File: src/rtl/quiz_round_ctrl_if.sv
// Bus between the quiz sequencer and its surroundings: the button/answer path, the question DB
// and the 7-segment display decoders. The sequencer takes the slave side.
interface quiz_round_ctrl_if;
  logic        start;      // one-cycle pulse, begins a game
  logic        submit;     // one-cycle pulse, player commits answer
  logic [23:0] ans;        // BCD: [23:12] factor X, [11:0] factor Y
  logic [23:0] question;   // BCD: [23:12] factor A, [11:0] factor B
  logic [3:0]  num;        // question index to DB
  logic [3:0]  state;      // current state code
  logic [3:0]  score;      // correct answers this game
  logic [6:0]  time_left;  // seconds remaining, binary
  logic        correct;    // last judged answer correct
  logic        timeout;    // last question expired unanswered
  logic        done;       // game finished

  modport master (
    output start, submit, ans, question,
    input  num, state, score, time_left, correct, timeout, done
  );

  modport slave (
    input  start, submit, ans, question,
    output num, state, score, time_left, correct, timeout, done
  );
endinterface

File: src/rtl/quiz_round_ctrl.sv
// Sequencer for one factorization quiz game: selects the DB question index, waits for the DB
// read, runs the per-question countdown, judges the submitted factor pair, keeps the score and
// steps through NumQ questions.
// Optional build macro QUIZ_SHUFFLE_EN: start the game at a pseudo-random question offset taken
// from a free-running mod-NumQ counter; every question is still visited exactly once.
module quiz_round_ctrl #(
  parameter int unsigned NumQ      = 8,          // questions per game (1..15)
  parameter int unsigned DbLat     = 1,          // cycles from NUM change to valid QUESTION (1..7)
  parameter int unsigned TickDiv   = 50000000,   // clock cycles per countdown second (>=2)
  parameter int unsigned TimeLimit = 30,         // seconds allowed per question (1..99)
  parameter int unsigned ResultCyc = 100000000   // cycles the judge result is held (>=1)
) (
  input logic              clk_i,
  input logic              rst_ni,
  quiz_round_ctrl_if.slave bus
);

  // State codes are visible on the STATE output, so they are fixed values.
  localparam logic [3:0] StIdle   = 4'd0;
  localparam logic [3:0] StLoad   = 4'd1;
  localparam logic [3:0] StAnswer = 4'd2;
  localparam logic [3:0] StJudge  = 4'd3;
  localparam logic [3:0] StResult = 4'd4;
  localparam logic [3:0] StFin    = 4'd5;

  localparam int unsigned IdxW  = (NumQ > 1) ? $clog2(NumQ) : 1;
  localparam int unsigned WaitW = (DbLat > 1) ? $clog2(DbLat) : 1;
  localparam int unsigned TickW = (TickDiv > 1) ? $clog2(TickDiv) : 1;
  localparam int unsigned ResW  = (ResultCyc > 1) ? $clog2(ResultCyc) : 1;

  localparam logic [IdxW-1:0]  LastIdx  = IdxW'(NumQ - 1);
  localparam logic [WaitW-1:0] WaitLast = WaitW'(DbLat - 1);
  localparam logic [TickW-1:0] TickLast = TickW'(TickDiv - 1);
  localparam logic [ResW-1:0]  ResLast  = ResW'(ResultCyc - 1);
  localparam logic [6:0]       TimeInit = 7'(TimeLimit);

  logic [3:0]       state_q, state_d;
  logic [IdxW-1:0]  idx_q, idx_d;
  logic [IdxW-1:0]  num_q, num_d;
  logic [3:0]       score_q, score_d;
  logic [6:0]       tl_q, tl_d;
  logic             correct_q, correct_d;
  logic             timeout_q, timeout_d;
  logic             done_q, done_d;
  logic [23:0]      q_q, q_d;
  logic [23:0]      a_q, a_d;
  logic [WaitW-1:0] wait_q, wait_d;
  logic [TickW-1:0] tick_q, tick_d;
  logic [ResW-1:0]  res_q, res_d;

  logic             start_game;
  logic             tick_wrap;
  logic             answer_ok;
  logic             load_entry;
  logic [IdxW-1:0]  num_calc;

  // Factor order is free: the pair matches straight or crossed.
  assign answer_ok = ((a_q[23:12] == q_q[23:12]) && (a_q[11:0] == q_q[11:0])) ||
                     ((a_q[23:12] == q_q[11:0])  && (a_q[11:0] == q_q[23:12]));

  // Game sequencing, countdown, judging and scoring.
  always_comb begin
    state_d    = state_q;
    idx_d      = idx_q;
    score_d    = score_q;
    tl_d       = tl_q;
    correct_d  = correct_q;
    timeout_d  = timeout_q;
    done_d     = done_q;
    q_d        = q_q;
    a_d        = a_q;
    wait_d     = wait_q;
    tick_d     = tick_q;
    res_d      = res_q;
    start_game = 1'b0;
    tick_wrap  = 1'b0;

    case (state_q)
      StIdle, StFin: begin
        if (bus.start) begin
          start_game = 1'b1;
          state_d    = StLoad;
          idx_d      = '0;
          score_d    = '0;
          done_d     = 1'b0;
          correct_d  = 1'b0;
          timeout_d  = 1'b0;
          wait_d     = '0;
        end
      end

      StLoad: begin
        if (wait_q == WaitLast) begin
          q_d     = bus.question;
          tl_d    = TimeInit;
          tick_d  = '0;
          state_d = StAnswer;
        end else begin
          wait_d = wait_q + WaitW'(1);
        end
      end

      StAnswer: begin
        tick_wrap = (tick_q == TickLast);
        tick_d    = tick_wrap ? '0 : tick_q + TickW'(1);
        // The second still elapses on a submit cycle; only the expiry action is pre-empted.
        if (tick_wrap && (tl_q != 7'd0)) begin
          tl_d = tl_q - 7'd1;
        end
        if (bus.submit) begin
          a_d     = bus.ans;
          state_d = StJudge;
        end else if (tick_wrap && (tl_q == 7'd1)) begin
          timeout_d = 1'b1;
          correct_d = 1'b0;
          res_d     = '0;
          state_d   = StResult;
        end
      end

      StJudge: begin
        correct_d = answer_ok;
        if (answer_ok && (score_q != 4'hf)) begin
          score_d = score_q + 4'd1;
        end
        res_d   = '0;
        state_d = StResult;
      end

      StResult: begin
        if (res_q == ResLast) begin
          correct_d = 1'b0;
          timeout_d = 1'b0;
          if (idx_q == LastIdx) begin
            done_d  = 1'b1;
            state_d = StFin;
          end else begin
            idx_d   = idx_q + IdxW'(1);
            wait_d  = '0;
            state_d = StLoad;
          end
        end else begin
          res_d = res_q + ResW'(1);
        end
      end

      default: state_d = StIdle;
    endcase
  end

  // NUM only moves on the edge that enters LOAD, so the DB address is stable for the whole read.
  assign load_entry = (state_q != StLoad) && (state_d == StLoad);

`ifdef QUIZ_SHUFFLE_EN
  logic [IdxW-1:0] free_q, free_d;
  logic [IdxW-1:0] off_q, off_d;
  logic [IdxW:0]   num_sum;
  logic [IdxW:0]   num_wrap;

  localparam logic [IdxW:0] NumQSum = (IdxW + 1)'(NumQ);

  // Free-running mod-NumQ counter; its value at START becomes the game's offset.
  always_comb begin
    free_d   = (free_q == LastIdx) ? '0 : free_q + IdxW'(1);
    off_d    = start_game ? free_q : off_q;
    // Both operands are below NumQ, so one conditional subtract is a full modulo.
    num_sum  = {1'b0, off_d} + {1'b0, idx_d};
    num_wrap = num_sum - NumQSum;
    num_calc = (num_sum >= NumQSum) ? num_wrap[IdxW-1:0] : num_sum[IdxW-1:0];
  end

  // Offset state.
  always_ff @(posedge clk_i or negedge rst_ni) begin
    if (!rst_ni) begin
      free_q <= '0;
      off_q  <= '0;
    end else begin
      free_q <= free_d;
      off_q  <= off_d;
    end
  end
`else
  assign num_calc = idx_d;
`endif

  // Question index register next state.
  always_comb begin
    num_d = load_entry ? num_calc : num_q;
  end

  // Main state registers.
  always_ff @(posedge clk_i or negedge rst_ni) begin
    if (!rst_ni) begin
      state_q   <= StIdle;
      idx_q     <= '0;
      num_q     <= '0;
      score_q   <= '0;
      tl_q      <= '0;
      correct_q <= 1'b0;
      timeout_q <= 1'b0;
      done_q    <= 1'b0;
      q_q       <= '0;
      a_q       <= '0;
      wait_q    <= '0;
      tick_q    <= '0;
      res_q     <= '0;
    end else begin
      state_q   <= state_d;
      idx_q     <= idx_d;
      num_q     <= num_d;
      score_q   <= score_d;
      tl_q      <= tl_d;
      correct_q <= correct_d;
      timeout_q <= timeout_d;
      done_q    <= done_d;
      q_q       <= q_d;
      a_q       <= a_d;
      wait_q    <= wait_d;
      tick_q    <= tick_d;
      res_q     <= res_d;
    end
  end

  assign bus.num       = 4'(num_q);
  assign bus.state     = state_q;
  assign bus.score     = score_q;
  assign bus.time_left = tl_q;
  assign bus.correct   = correct_q;
  assign bus.timeout   = timeout_q;
  assign bus.done      = done_q;

endmodule

File: src/flat_wrapper.sv
// flat-port wrapper written by rule: the top's interface ports become plain ports
module quiz_round_ctrl_flat 
#(
  parameter int unsigned NumQ      = 8,                                       
  parameter int unsigned DbLat     = 1,                                                            
  parameter int unsigned TickDiv   = 50000000,                                             
  parameter int unsigned TimeLimit = 30,                                                
  parameter int unsigned ResultCyc = 100000000                                           
)
  (clk_i, rst_ni, bus_start, bus_submit, bus_ans, bus_question, bus_num, bus_state, bus_score, bus_time_left, bus_correct, bus_timeout, bus_done);
  quiz_round_ctrl_if bus_i ();
  input logic clk_i;
  input logic rst_ni;
  input wire logic [$bits(bus_i.start)-1:0] bus_start;
  input wire logic [$bits(bus_i.submit)-1:0] bus_submit;
  input wire logic [$bits(bus_i.ans)-1:0] bus_ans;
  input wire logic [$bits(bus_i.question)-1:0] bus_question;
  output wire logic [$bits(bus_i.num)-1:0] bus_num;
  output wire logic [$bits(bus_i.state)-1:0] bus_state;
  output wire logic [$bits(bus_i.score)-1:0] bus_score;
  output wire logic [$bits(bus_i.time_left)-1:0] bus_time_left;
  output wire logic [$bits(bus_i.correct)-1:0] bus_correct;
  output wire logic [$bits(bus_i.timeout)-1:0] bus_timeout;
  output wire logic [$bits(bus_i.done)-1:0] bus_done;
  assign bus_i.start = bus_start;
  assign bus_i.submit = bus_submit;
  assign bus_i.ans = bus_ans;
  assign bus_i.question = bus_question;
  assign bus_num = bus_i.num;
  assign bus_state = bus_i.state;
  assign bus_score = bus_i.score;
  assign bus_time_left = bus_i.time_left;
  assign bus_correct = bus_i.correct;
  assign bus_timeout = bus_i.timeout;
  assign bus_done = bus_i.done;
  quiz_round_ctrl #(.NumQ(NumQ), .DbLat(DbLat), .TickDiv(TickDiv), .TimeLimit(TimeLimit), .ResultCyc(ResultCyc)) u_core (.clk_i(clk_i), .rst_ni(rst_ni), .bus(bus_i));
endmodule
File: config.mk
export PLATFORM = sky130hd
export DESIGN_NAME = quiz_round_ctrl_flat
export DESIGN_NICKNAME = d
export VERILOG_FILES = /design/src/rtl/quiz_round_ctrl_if.sv /design/src/rtl/quiz_round_ctrl.sv /design/src/flat_wrapper.sv
export SDC_FILE = /design/constraint.sdc
export NUM_CORES = 1
export LEC_CHECK = 0
export ABC_CLOCK_PERIOD_IN_PS = 5770
export BUFFER_PORTS_ARGS = -buffer_cell sky130_fd_sc_hd__buf_2
export CORE_AREA = 2 2 105 107
export CTS_CLUSTER_SIZE = 30
export DETAILED_ROUTE_END_ITERATION = 12
export DIE_AREA = 0 0 107 109
export HOLD_SLACK_MARGIN = 0.1
export PLACE_DENSITY = 0.81
export SYNTH_ARGS = -nofsm -noshare
export SYNTH_HDL_FRONTEND = slang
export SYNTH_SLANG_ARGS = --single-unit
File: constraint.sdc
create_clock -name clk_i -period 5.77 [get_ports clk_i]
set_input_delay 0.577 -clock clk_i [delete_from_list [all_inputs] [get_ports clk_i]]
set_output_delay 0.577 -clock clk_i [all_outputs]
set_load 0.01 [all_outputs]
==> results.txt, run 1 <==
- Status: completed
* Number of buffers inserted during clock tree synthesis: 17
- Final-report hold violation count: 0
* First-pass GRT wire length: 26800 microns
- Data on the critical path is required at its endpoint by 6.21 ns.
- For this block, the via count after detailed routing is 5663.
* Cell chosen for the clock root: clkbuf_8
- In this design, the stage delay of the slowest critical-path cell is 0.58 ns.
* CTS clock-pin slew for the worst setup and hold paths: 0.06 ns
- Total grt overflow: 0
* Pins over their slew limit: 0
* Count of H-tree levels built during CTS: 4
- By startpoint and endpoint, the worst setup path is classified as flip-flop to flip-flop.
- Post-DRT Antenna Nets: 0
- Post-CTS timing repair inserted 0 buffers for setup.
- Setup slack at placement: 2.87 ns
- Commonest register cell after synthesis: dfrtp_1
- Cell row count: 38
- After the last flow step, the layout net total stands at 827.
- Syn_area_per_cell: approximately 9.6 sq um
- Number of optimization iterations in the first detailed-route pass: 5
* EDFF count, synth: 0
- Sequential area share after synthesis: 0.472
- Async SR Flop Fraction: 1.00
* Min Clock Period, post-route: approximately 2.9 ns
* Half-perimeter wire length after placement: 11100 microns
- Synth warnings: 0
- Setup repair after global routing missed its margin: no
- Pin placement for this block handled 74 I/O pins.
- Number of port buffers: slightly above 70
- For this run, the total global-route usage over all layers was measured as 0.298.
* Accumulated negative setup slack: 0 ns
- Library cells used by synthesis: 68
* Peak Freq: 0.340 GHz
- Final setup violation count: 0
- Final worst clock skew: slightly below 0.01 ns
* Top cell type's share of synthesized area: 0.472
- Once placement completed, the tool counted placed cells totaling 889.
- Post-synthesis cell area: about 6600 sq um
* Largest net degree at the start of global routing: 70
- After detailed routing, the number of remaining DRC violations is 0.
- STA puts the critical path data arrival time at 3.38 ns.
- Starting density of the core: 0.625
- Dominant cells by area after synthesis: dfrtp_1 (47%), nand2_1 (7.5%), xnor2_1 (6.5%)
* Ratio of total power to cell area: 429 nW/um^2
- Core outline area: 10600 sq um
* DIE AREA: 11700 sq um
- Layout overhead on the synthesized area: 17.2%
- Number of antenna violations at the first check in global routing: 0
- The worst-case IR drop observed on VDD is 0.000382 V.
- Post-detailed-route wirelength per cell: 17.7 microns
- The slowest stage of the critical path is the nor2_1 cell.
- Transition at the pin with the smallest max-transition slack: 1.28 ns
* Leakage power figure: 3.47 nW
- 0 antenna diodes ended up in the layout.
- After clock tree synthesis, the repair step resized 0 gates.
* Chip Width: 107 microns
* Gpl congestion: 0.894
- Hold buffer count at CTS: 0
- Worst slew margin: 0.144
- Top cell by count, worst path: buf_4
- Post-DR vias/cell: 6.15
- The longest clock path from root to sink contains 2 buffers.
- The first routing iteration left 477 violations.
- Cells traversed along the worst timing path: ha_1 -> and4_2 -> nand2_1 -> nor3_1 -> buf_4 -> nor2_1 -> buf_4 -> nand3_1 -> o21ai_0
- Setup slack closes at around 2.8 ns.
- The via count of the first global-routing pass is 5565.
- Die span in y: between 100 and 150 microns
- The finished layout holds 921 standard cells, fillers aside.
- Final clock period utilization by the worst path: 0.509
- Synthesis handed over a netlist of just under 700 instances.
- For the worst-skew pair, the clock arrives at the later sink with an insertion delay of 0.54 ns.
- Fraction of layout cells with a size suffix above 1: 0.209
- Of all nets on the critical path, the largest fanout is 12.
- The tightest min-delay check is of the input pin to asynchronous set/reset pin type.
- Largest area contributor in the synthesized netlist: dfrtp_1
- The tool flagged a number of max-cap violations equal to 0.
* Number of synthesized register bits: 125
- Nature of the critical path endpoint: flip-flop
* CTS tree: built
- Detailed-route wire length: approximately 16000 microns
* Hold WS: just under 0.1 ns
* Sort of element at the start of the critical path: flip-flop
* Clk sinks: 125
- Counting cells, the worst reg-to-reg path comes to 9.
- Final-layout fill cell count: 750
-- report_power, final --
part	total (W)	internal (W)	switching, W
sequential	0.00138	0.00110	0.000279
combinational	0.000794	0.000402	0.000392
clock	0.00116	0.000766	0.000390
-- area by class of cell --
class	count	area (sq um)	share of cell area
multi-input cells	534	3360	0.433
flip-flops and latches	125	3130	0.403
clock buffers	21	449	0.0578
repair buffers	80	423	0.0545
clock inverters	11	189	0.0243
well taps	140	175	0.0226
inverters	10	37.5	0.00483
-- per-layer routing --
layer	wire (microns)	global-route usage
met5	0	0
met4	359	0.136
met3	887	0.0622
met2	8050	0.485
met1	7010	0.385
-- path summary, 6_finish.rpt --
kind	endpoint	startpoint	slack, ns
setup reg to reg	u_core.tick_q[19]$_DFFE_PN0P_	u_core.tick_q[0]$_DFFE_PN0P_	2.83
max in group asynchronous	u_core.tick_q[13]$_DFFE_PN0P_	rst_ni	4.36
hold / removal	u_core.res_q[11]$_DFFE_PN0P_	rst_ni	0.1
setup / recovery	u_core.tick_q[19]$_DFFE_PN0P_	u_core.tick_q[0]$_DFFE_PN0P_	2.83
min in group clk_i	u_core.q_q[4]$_DFFE_PN0P_	bus_question[4]	0.23
hold reg to reg	u_core.num_q[1]$_DFFE_PN0P_	u_core.num_q[1]$_DFFE_PN0P_	0.48
-- cell families after synthesis --
logic type / synth area share
AO/OA/AOI/OAI: 0.133
buffers and inverters: 0.0215
XOR/XNOR: 0.0859
adder cells (fa/ha/maj): 0.0132
AND/OR/NAND/NOR: 0.230
multiplexers: 0.0438
flip-flops: 0.472
other: 0.000566
-- state kept, by name (all words and copies together) (netlist names) --
| signal | cells |
|---|---|
| u_core.a_q | 24 |
| u_core.bus.correct | 1 |
| u_core.q_q | 24 |
| u_core.bus.timeout | 1 |
| u_core.tick_q | 26 |
| u_core.bus.state | 4 |
| u_core.bus.score | 4 |
| u_core.num_q | 3 |
| u_core.bus.time_left | 7 |
| u_core.idx_q | 3 |
| u_core.res_q | 27 |
| u_core.bus.done | 1 |
-- critical path, delay by kind of cell, from the launching register on --
family          cells  cell delay [ns]
simple gates        5             1.39
buf+inv             2             0.50
compound gates      1             0.23
flops               1             0.44
fa+ha+maj           1             0.27
-- metrics by stage --
step | util | cell area (sq um) | power (W)
after floorplan | - | 6630 | 0.00192
after global placement | 0.672 | 7130 | 0.00211
after detailed placement | 0.672 | 7130 | 0.00216
after CTS | 0.732 | 7770 | 0.00333
after global routing | 0.732 | 7770 | 0.00351
final | 0.732 | 7770 | 0.00333
-- cell usage after synthesis (3+ instances only) --
cell        n
or3_1       4
o211ai_1    4
a22o_1     12
and2_1      4
clkbuf_1   17
a211oi_1    3
dfrtp_1   125
mux2_2     24
nor3_1     18
ha_1        7
nand4_1    19
a41oi_1     3
nand3_1    32
nor2_1     33
nand2_1   132
or2_2       3
xor2_1     16
nor4_1     15
nor2b_1     4
o31ai_1     4
a31oi_1    12
and3_1      5
inv_1      10
a21o_1      7
a21oi_1    19
nand3b_1    3
nand2b_1    4
xnor2_1    49
o21ai_0    40
a211o_2     3
o21a_1      5
-- layout by cell type, fill, tap and decap left out, types with 4 or more instances in the layout --
cell / Yosys / final
a21o_1: 7 / 7
a21oi_1: 19 / 19
a22o_1: 12 / 12
a31oi_1: 12 / 12
and2_1: 4 / 4
and3_1: 5 / 5
buf_2: 1 / 71
buf_4: 2 / 9
bufinv_16: 0 / 5
clkbuf_16: 0 / 16
dfrtp_1: 125 / 125
ha_1: 7 / 7
inv_1: 10 / 10
mux2_2: 24 / 24
nand2_1: 132 / 132
nand2b_1: 4 / 4
nand3_1: 32 / 32
nand4_1: 19 / 19
nor2_1: 33 / 33
nor2b_1: 4 / 4
nor3_1: 18 / 17
nor4_1: 15 / 15
o211ai_1: 4 / 4
o21a_1: 5 / 5
o21ai_0: 40 / 40
o31ai_1: 4 / 4
or3_1: 4 / 4
xnor2_1: 49 / 49
xor2_1: 16 / 16
Note: power is estimated with default switching activity, not from simulation.
==> inputs of run 2 (changes only) <==
Settings changed: ABC_CLOCK_PERIOD_IN_PS 5770 to 3000, CORE_AREA 2 2 105 107 to 2 2 109 111, DIE_AREA 0 0 107 109 to 0 0 111 113, PLACE_DENSITY 0.81 to 0.76.
Clock period 5.77 ns to 3 ns, I/O delays scaled along.
==> run 2 against run 1 <==
Combinational power increased by 110%; power up 92%; critical path depth decreased by 2; cell count is 4.6% higher; routed wire length increased by 7.2%; sequential power is 93% higher; global-route usage is 0.28 points lower; count of clock-buffer cells in the layout down 1; critical path type unchanged; critical endpoint is now u_core.res_q[26]$_DFFE_PN0P_; largest cell class unchanged; largest power group unchanged.
==> results.txt, run 2 (synthesized netlist as in run 1, its figures left out) <==
* Clk sinks: roughly 130
- Final-report hold violation count: 0
- First-pass GRT wire length: just under 30000 microns
- Including well taps, the total number of placed cells is around 900.
- The largest single stage delay on the critical path is 0.59 ns.
- Max rail drop VDD: 0.000682 V
* Number of top-level design ports: 74
- Setup repair after global routing left no endpoint under its margin.
* CTS tree: built
* Final clock period utilization by the worst path: 0.935
- Of the total power, combinational logic draws 0.258.
- Based on the critical path, the design can be clocked at up to 0.357 GHz.
- Measured along the y axis, the die boundary spans 113 microns.
- Of the total power, registers draw 0.415.
* Number of port buffers: 72
- From left edge to right edge, the die measures between 100 and 150 microns.
- Fraction of the core area covered by cells at the end of the flow: 0.721
- Entering global routing, the biggest net connects 86 pins.
- Setup violations remaining at the end of the flow were counted as 0.
- The tightest hold path in the finished design has a slack of 0.111 ns.
* Post-route non-filler standard cell count: roughly 960
- Post-DRT Antenna Nets: 0
- The total overflow left after global routing is 0.
- Most frequent cells in the layout: nand2_1 (132), dfrtp_1 (125), buf_2 (71)
* Critical path class: flip-flop to flip-flop
- Of the total power, the share spent switching nets is 0.333.
* Worst min path class: input pin to flip-flop
- The floorplan has 39 rows.
- Min Clock Period, post-route: 2.80 ns
- Cell family contributing the most delay on the critical path: simple AND/OR/NAND/NOR gates
* Nature of the critical path endpoint: flip-flop
- The routed layout has 5904 vias.
- The die covers 12500 sq um.
- Drt first-iter violations: 620
- Detailed-route wire length: roughly 17000 microns
- Across the run, the number of max-cap violations was 0.
* Number of flip-flops in the largest register: 27
* Pint: ~0.0043 W
- For this run, the detailed router's first-pass iteration total came to 5.
- Among the stages of the critical path, the cell type that occurs most often is or3_1.
- Arrival time at the worst endpoint: 3.13 ns
* Status: completed
* Half-perimeter wire length after placement: 11300 microns
* Number of resized instances in the post-cts repair step: 0
- For the pin with the worst max-slew slack, the measured transition is a little over 1 ns.
- Drc violations: 0
- For this design the ratio of total power to cell area is around 800 nW/um^2.
- The largest registers in the layout are u_core.res_q: 27 flops, u_core.tick_q: 26 flops.
- More flip-flops sit in one register than any other, and that register is u_core.res_q.
- The H-tree was split into 4 levels.
- Cell chosen for the clock root: clkbuf_16
* Starting density of the core: 0.588
* Final-layout fill cell count: 769
- Global routing usage summed across all routing layers: 0.295
- CTS clock-pin slew for the worst setup and hold paths: roughly 0.05 ns
- In the final layout, the share of cells above drive strength 1 is 0.210.
- Buffer and inverter count on the worst path: 0
- Count of buffers added by post-CTS timing repair for setup: 0
- The floorplan step defined a core boundary enclosing 11300 sq um.
* Worst slew margin: 0.324
* Sort of element at the start of the critical path: flip-flop
- Clock skew on the completed layout was measured at 0.00878 ns.
- Final worst-path setup slack: 0.196 ns
- Storage element area: roughly 3100 sq um
- Cells traversed along the worst timing path: ha_1 -> nand3_1 -> or2_1 -> or4b_1 -> or3_1 -> or3_1 -> a21oi_1
- From synthesis to final layout, the design area changed by 22.6%.
- For this design, the CTS-stage hold fixing added 31 buffers.
- Leakage power figure: 3.63 nW
- 0 antenna diodes ended up in the layout.
- The number of antenna violations at the first check in global routing was 0.
* Post-DR vias/cell: 6.13
- Number of buffers inserted during clock tree synthesis: 17
- Setup slack at placement: 0.238 ns
- In this run the power spent charging and discharging nets is 0.00213 W.
- After routing, the total negative slack on setup checks comes to 0 ns.
- Largest fanout on the critical path: 5
- Slowest cell on crit path: or4b_1
- For the worst setup path, the data required time is 3.33 ns.
- In the final routed layout, each cell accounts on average for 18.2 microns.
- The clock passes through at most 2 buffers.
- The via count of the first global-routing pass is 6012.
- The clock reaches the later pin of the worst-skew pair after ~0.42 ns.
* Pins over their slew limit: 0
- Of the total power, the clock network draws 0.327.
- The congestion estimate from routability-driven global placement came to approximately 0.91.
* Number of nets in the layout: a little under 900
* Combined area of the multi-input logic cells: 3360 sq um
* Commonest non-fill, non-tap cell in the layout: nand2_1
[run 2: power by group through the flow]
stage | registers (W) | clock network [W] | logic (W)
after floorplan | 0.00254 | 0 | 0.00115
after global placement | 0.00263 | 0 | 0.00147
after detailed placement | 0.00266 | 0 | 0.00153
after CTS | 0.00263 | 0.00211 | 0.00157
after global routing | 0.00271 | 0.00219 | 0.00182
final | 0.00266 | 0.00210 | 0.00165
[run 2: path summary, 6_finish.rpt]
| path | cells past startpoint | to | startpoint | slack, ns |
|---|---|---|---|---|
| worst min-delay path | 2 | u_core.a_q[16]$_DFFE_PN0P_ | bus_ans[16] | 0.11 |
| worst max-delay path | 7 | u_core.res_q[26]$_DFFE_PN0P_ | u_core.res_q[0]$_DFFE_PN0P_ | 0.20 |
| min in group asynchronous | 2 | u_core.res_q[1]$_DFFE_PN0P_ | rst_ni | 0.42 |
| worst max register to register | 7 | u_core.res_q[26]$_DFFE_PN0P_ | u_core.res_q[0]$_DFFE_PN0P_ | 0.20 |
| max in group asynchronous | 3 | u_core.q_q[12]$_DFFE_PN0P_ | rst_ni | 1.73 |
| worst min register to register | 2 | u_core.num_q[1]$_DFFE_PN0P_ | u_core.num_q[1]$_DFFE_PN0P_ | 0.47 |
[run 2: area by class of cell]
class                   instances  area share
repair buffers                120       0.100
flip-flops and latches        125       0.385
inverters                      10     0.00462
clock inverters                11      0.0176
clock buffers                  20      0.0562
multi-input cells             534       0.414
well taps                     143      0.0220
[run 2: per-stage QoR]
stage | power (W) | instance area (sq um)
global route | 0.00672 | 8120
global placement | 0.00410 | 7210
finish | 0.00641 | 8120
detailed placement | 0.00418 | 7210
floorplan | 0.00369 | 6630
CTS | 0.00631 | 8120
[run 2: per-layer routing]
| metal | share of wire | up-vias | track usage |
|---|---|---|---|
| met5 | 0 | - | 0 |
| met4 | 0.031 | 0 | 0.116 |
| met3 | 0.056 | 61 | 0.0648 |
| met2 | 0.49 | 248 | 0.503 |
| met1 | 0.42 | 2897 | 0.370 |
| li1 | - | 2698 | - |
==> inputs of run 3 (changes only) <==
Settings changed: CORE_AREA 2 2 109 111 to 2 2 108 110, CTS_BUF_LIST set to sky130_fd_sc_hd__clkbuf_4 sky130_fd_sc_hd__clkbuf_8, DIE_AREA 0 0 111 113 to 0 0 110 112, PLACE_DENSITY 0.76 to not set, PLACE_DENSITY_LB_ADDON set to 0.2, RECOVER_POWER set to 100.
==> run 3 against run 2 <==
Global-route usage rose by 3.0 points; register-to-register slack worse by 0.02 ns; sequential cell count unchanged; non-clock buffer count is 18 higher; critical path depth decreased by 1; core utilization up 1.3 points; critical path type unchanged; largest cell class unchanged; die area is 1.8% lower; first-iteration DRC count decreased by 11%; count of clock-buffer cells in the layout shrank 2; maximum frequency decreased by 0.77%; power increased by 0.39%; the run now ends with max-capacitance violations, max-slew violations left.
==> results.txt, run 3 (synthesized netlist as in run 1, its figures left out) <==
- The flow ran to the end, but the final reports show violations.
- Failing checks: max-capacitance violations, max-slew violations
* Layout overhead on the synthesized area: 23.8%
- The first detailed-routing pass ran for 5 iterations.
* Leakage power figure: 3.58 nW
- Dividing the detail-routed via count by the number of cells gives roughly 6.2.
- 74 I/O pins were placed.
- Number of resized instances in the post-cts repair step: 0
- Number of cells on the worst hold path: 2
- Half-perimeter wire length after placement: 11500 microns
* Number of buffers inserted during clock tree synthesis: 17
* Largest fanout on the critical path: 6
* Highest cell delay on the worst timing path: 0.59 ns
- In this run the tool buffered the top-level ports with 72 buffer cells.
- Clk sinks: 125
- The clock period could shrink to 2.83 ns.
- After detailed routing, the average wire length per cell comes to 19.1 microns.
- The endpoint identified for the worst register-to-register timing path is u_core.bus.time_left[6]$_DFFE_PN0P_.
* Fraction of layout cells with a size suffix above 1: 0.172
- RR Startpoint: u_core.tick_q[8]$_DFFE_PN0P_
- Sort of element at the start of the critical path: flip-flop
- Setup repair after global routing missed its margin: no
- Wires add up to 18800 microns.
- Slowest cell on crit path: nor4_2
- Drt first-iter violations: 553
- The floorplan has 39 rows.
* Worst min path class: input pin to flip-flop
* Top reg by flops: u_core.res_q
* Most heavily used metal layer in global routing: met2
- Final setup violation count: 0
- Pins over their slew limit: 59
* Final-layout fill cell count: between 700 and 800
- Met3 routing resource usage after global routing: 0.0943
- Headroom to the max-slew limit came out at -0.0323.
* Post-DRT Antenna Nets: 0
* Pint: 0.00428 W
- Critical hold path startpoint: bus_start
* Logic gate share of total power: 0.259
* Post-route non-filler standard cell count: between 900 and 1000
- Count of H-tree levels built during CTS: 4
- The routed layout has 6051 vias.
- Of the total power, the clock network draws 0.324.
- Sequential share of power: 0.417
- In the routed design, unresolved DRC markers number 0.
- Total grt overflow: 0
- Of the total power, the share spent switching nets is 0.336.
* Inst Count DP: 901
* Registers with the most flip-flops: u_core.res_q: 27 flops, u_core.tick_q: 26 flops
- After the last flow step, the layout net total stands at a little under 900.
- TritonCTS built the clock tree.
* Combined area of the multi-input logic cells: 3350 sq um
* Fraction of the core area covered by cells at the end of the flow: 0.734
- At the pin with the least slew margin, the transition time is roughly 1.5 ns.
- Worst min-delay path endpoint: u_core.bus.done$_DFFE_PN0P_
- Setup slack on the worst reg-to-reg path comes out at around 0.17 ns.
- Final clock period utilization by the worst path: 0.942
- Across all setup checks in the final design, the least slack found is 0.174 ns.
- For the final database, setup skew stands at 0.0156 ns.
* Cells traversed along the worst timing path: or4b_1 -> or4_4 -> nor4_2 -> nand2_2 -> or4_1 -> nand2_1
* Final-report hold violation count: 0
- Largest net degree at the start of global routing: 60
* Routing usage on met1: 0.395
* Arrival time at the worst endpoint: 3.23 ns
- In the final timing run, aggregate negative setup slack is 0 ns.
* DIE AREA: approximately 12000 sq um
- STA classifies the critical path endpoint as a flip-flop.
- For this run, global-route usage on met2 was measured as 0.526.
* First-pass GRT wire length: 30800 microns
* Worst skew pair latency: 0.47 ns
- The number of antenna violations at the first check in global routing is 0.
- The tightest hold path in the finished design has a slack of between 0.1 and 0.15 ns.
- Data required, critical path: 3.40 ns
- Reported max-cap violation count: 1
* Commonest non-fill, non-tap cell in the layout: nand2_1
- In this run the power density over the cells is 785 nW/um^2.
- For this design the total switching power over the nets is 0.00216 W.
- IR analysis of the VDD net gives a maximum drop of 0.000778 V.
- Antenna diode instance count: 0
- The worst setup path is of the flip-flop to flip-flop kind.
* R2r worst-path depth: 6
- Starting density of the core: 0.593
- The floorplan step set the die width to between 100 and 150 microns.
- Vias in the first global route: 6216
* Most frequent cells in the layout: nand2_1 (132), dfrtp_1 (125), buf_2 (51)
- The sequential cells in the finished layout cover a total of 3130 sq um.
- Before CTS, the worst setup slack after placement is 0.283 ns.
- Core outline area: 11200 sq um
* Global routing usage summed across all routing layers: 0.325
* CTS clock-pin slew for the worst setup and hold paths: 0.08 ns
- Peak Freq: approximately 0.35 GHz
- Cell chosen for the clock root: clkbuf_8
- Gpl congestion: 0.883
- The longest clock path from root to sink contains 2 buffers.
- The register with the most flip-flops in the layout has 27 of them.
- In this run the vertical extent of the chip is 112 microns.
run 3: per-layer routing:
layer	wire [microns]	share of wire	vias to the layer above
met1	7460	0.40	2961
met3	1260	0.067	74
met2	9270	0.49	275
met4	768	0.041	0
met5	0	0	-
li1	-	-	2741
run 3: area by class of cell:
| type | instances | area share |
|---|---|---|
| Clock buffer | 18 | 0.0302 |
| Clock inverter | 14 | 0.0381 |
| Inverter | 10 | 0.00458 |
| Multi-Input combinational cell | 534 | 0.408 |
| Sequential cell | 125 | 0.381 |
| Tap cell | 143 | 0.0218 |
| Timing Repair Buffer | 138 | 0.116 |
run 3: worst max-delay path: cells and delay by family, from the launching register on:
kind / cells / cell delay [ns]
flip-flops: 1 / 0.43
AND/OR/NAND/NOR: 6 / 2.34
run 3: what timing repair did:
item	4_1_cts	5_1_grt
hold endpoints to repair	105	0
setup buffers	0	0
hold buffers	49	0
run 3: per-stage QoR:
| step | total power [W] | instance area [sq um] |
|---|---|---|
| floorplan | 0.00369 | 6630 |
| global placement | 0.00410 | 7210 |
| detailed placement | 0.00418 | 7210 |
| CTS | 0.00632 | 8260 |
| global route | 0.00672 | 8200 |
| finish | 0.00643 | 8200 |
run 3: worst max path at each step:
| stage | from | endpoint | slack, ns | cells past startpoint |
|---|---|---|---|---|
| after detailed placement | u_core.tick_q[8]$_DFFE_PN0P_ | u_core.tick_q[5]$_DFFE_PN0P_ | 0.28 | 7 |
| after global routing | u_core.bus.time_left[3]$_DFFE_PN0P_ | u_core.bus.correct$_DFFE_PN0P_ | 0.06 | 6 |
| final | u_core.tick_q[8]$_DFFE_PN0P_ | u_core.bus.time_left[6]$_DFFE_PN0P_ | 0.17 | 6 |
| after floorplan | u_core.bus.time_left[3]$_DFFE_PN0P_ | u_core.res_q[25]$_DFFE_PN0P_ | 0.42 | 6 |
| after CTS | u_core.tick_q[8]$_DFFE_PN0P_ | u_core.tick_q[5]$_DFFE_PN0P_ | 0.27 | 7 |
| after global placement | u_core.bus.time_left[3]$_DFFE_PN0P_ | u_core.res_q[25]$_DFFE_PN0P_ | 0.36 | 6 |
run 3: power groups by stage:
stage | Combinational [W] | Sequential (W) | Clock (W)
finish | 0.00166 | 0.00268 | 0.00209
global route | 0.00182 | 0.00273 | 0.00218
CTS | 0.00160 | 0.00264 | 0.00209
detailed placement | 0.00152 | 0.00266 | 0
global placement | 0.00147 | 0.00263 | 0
floorplan | 0.00115 | 0.00254 | 0
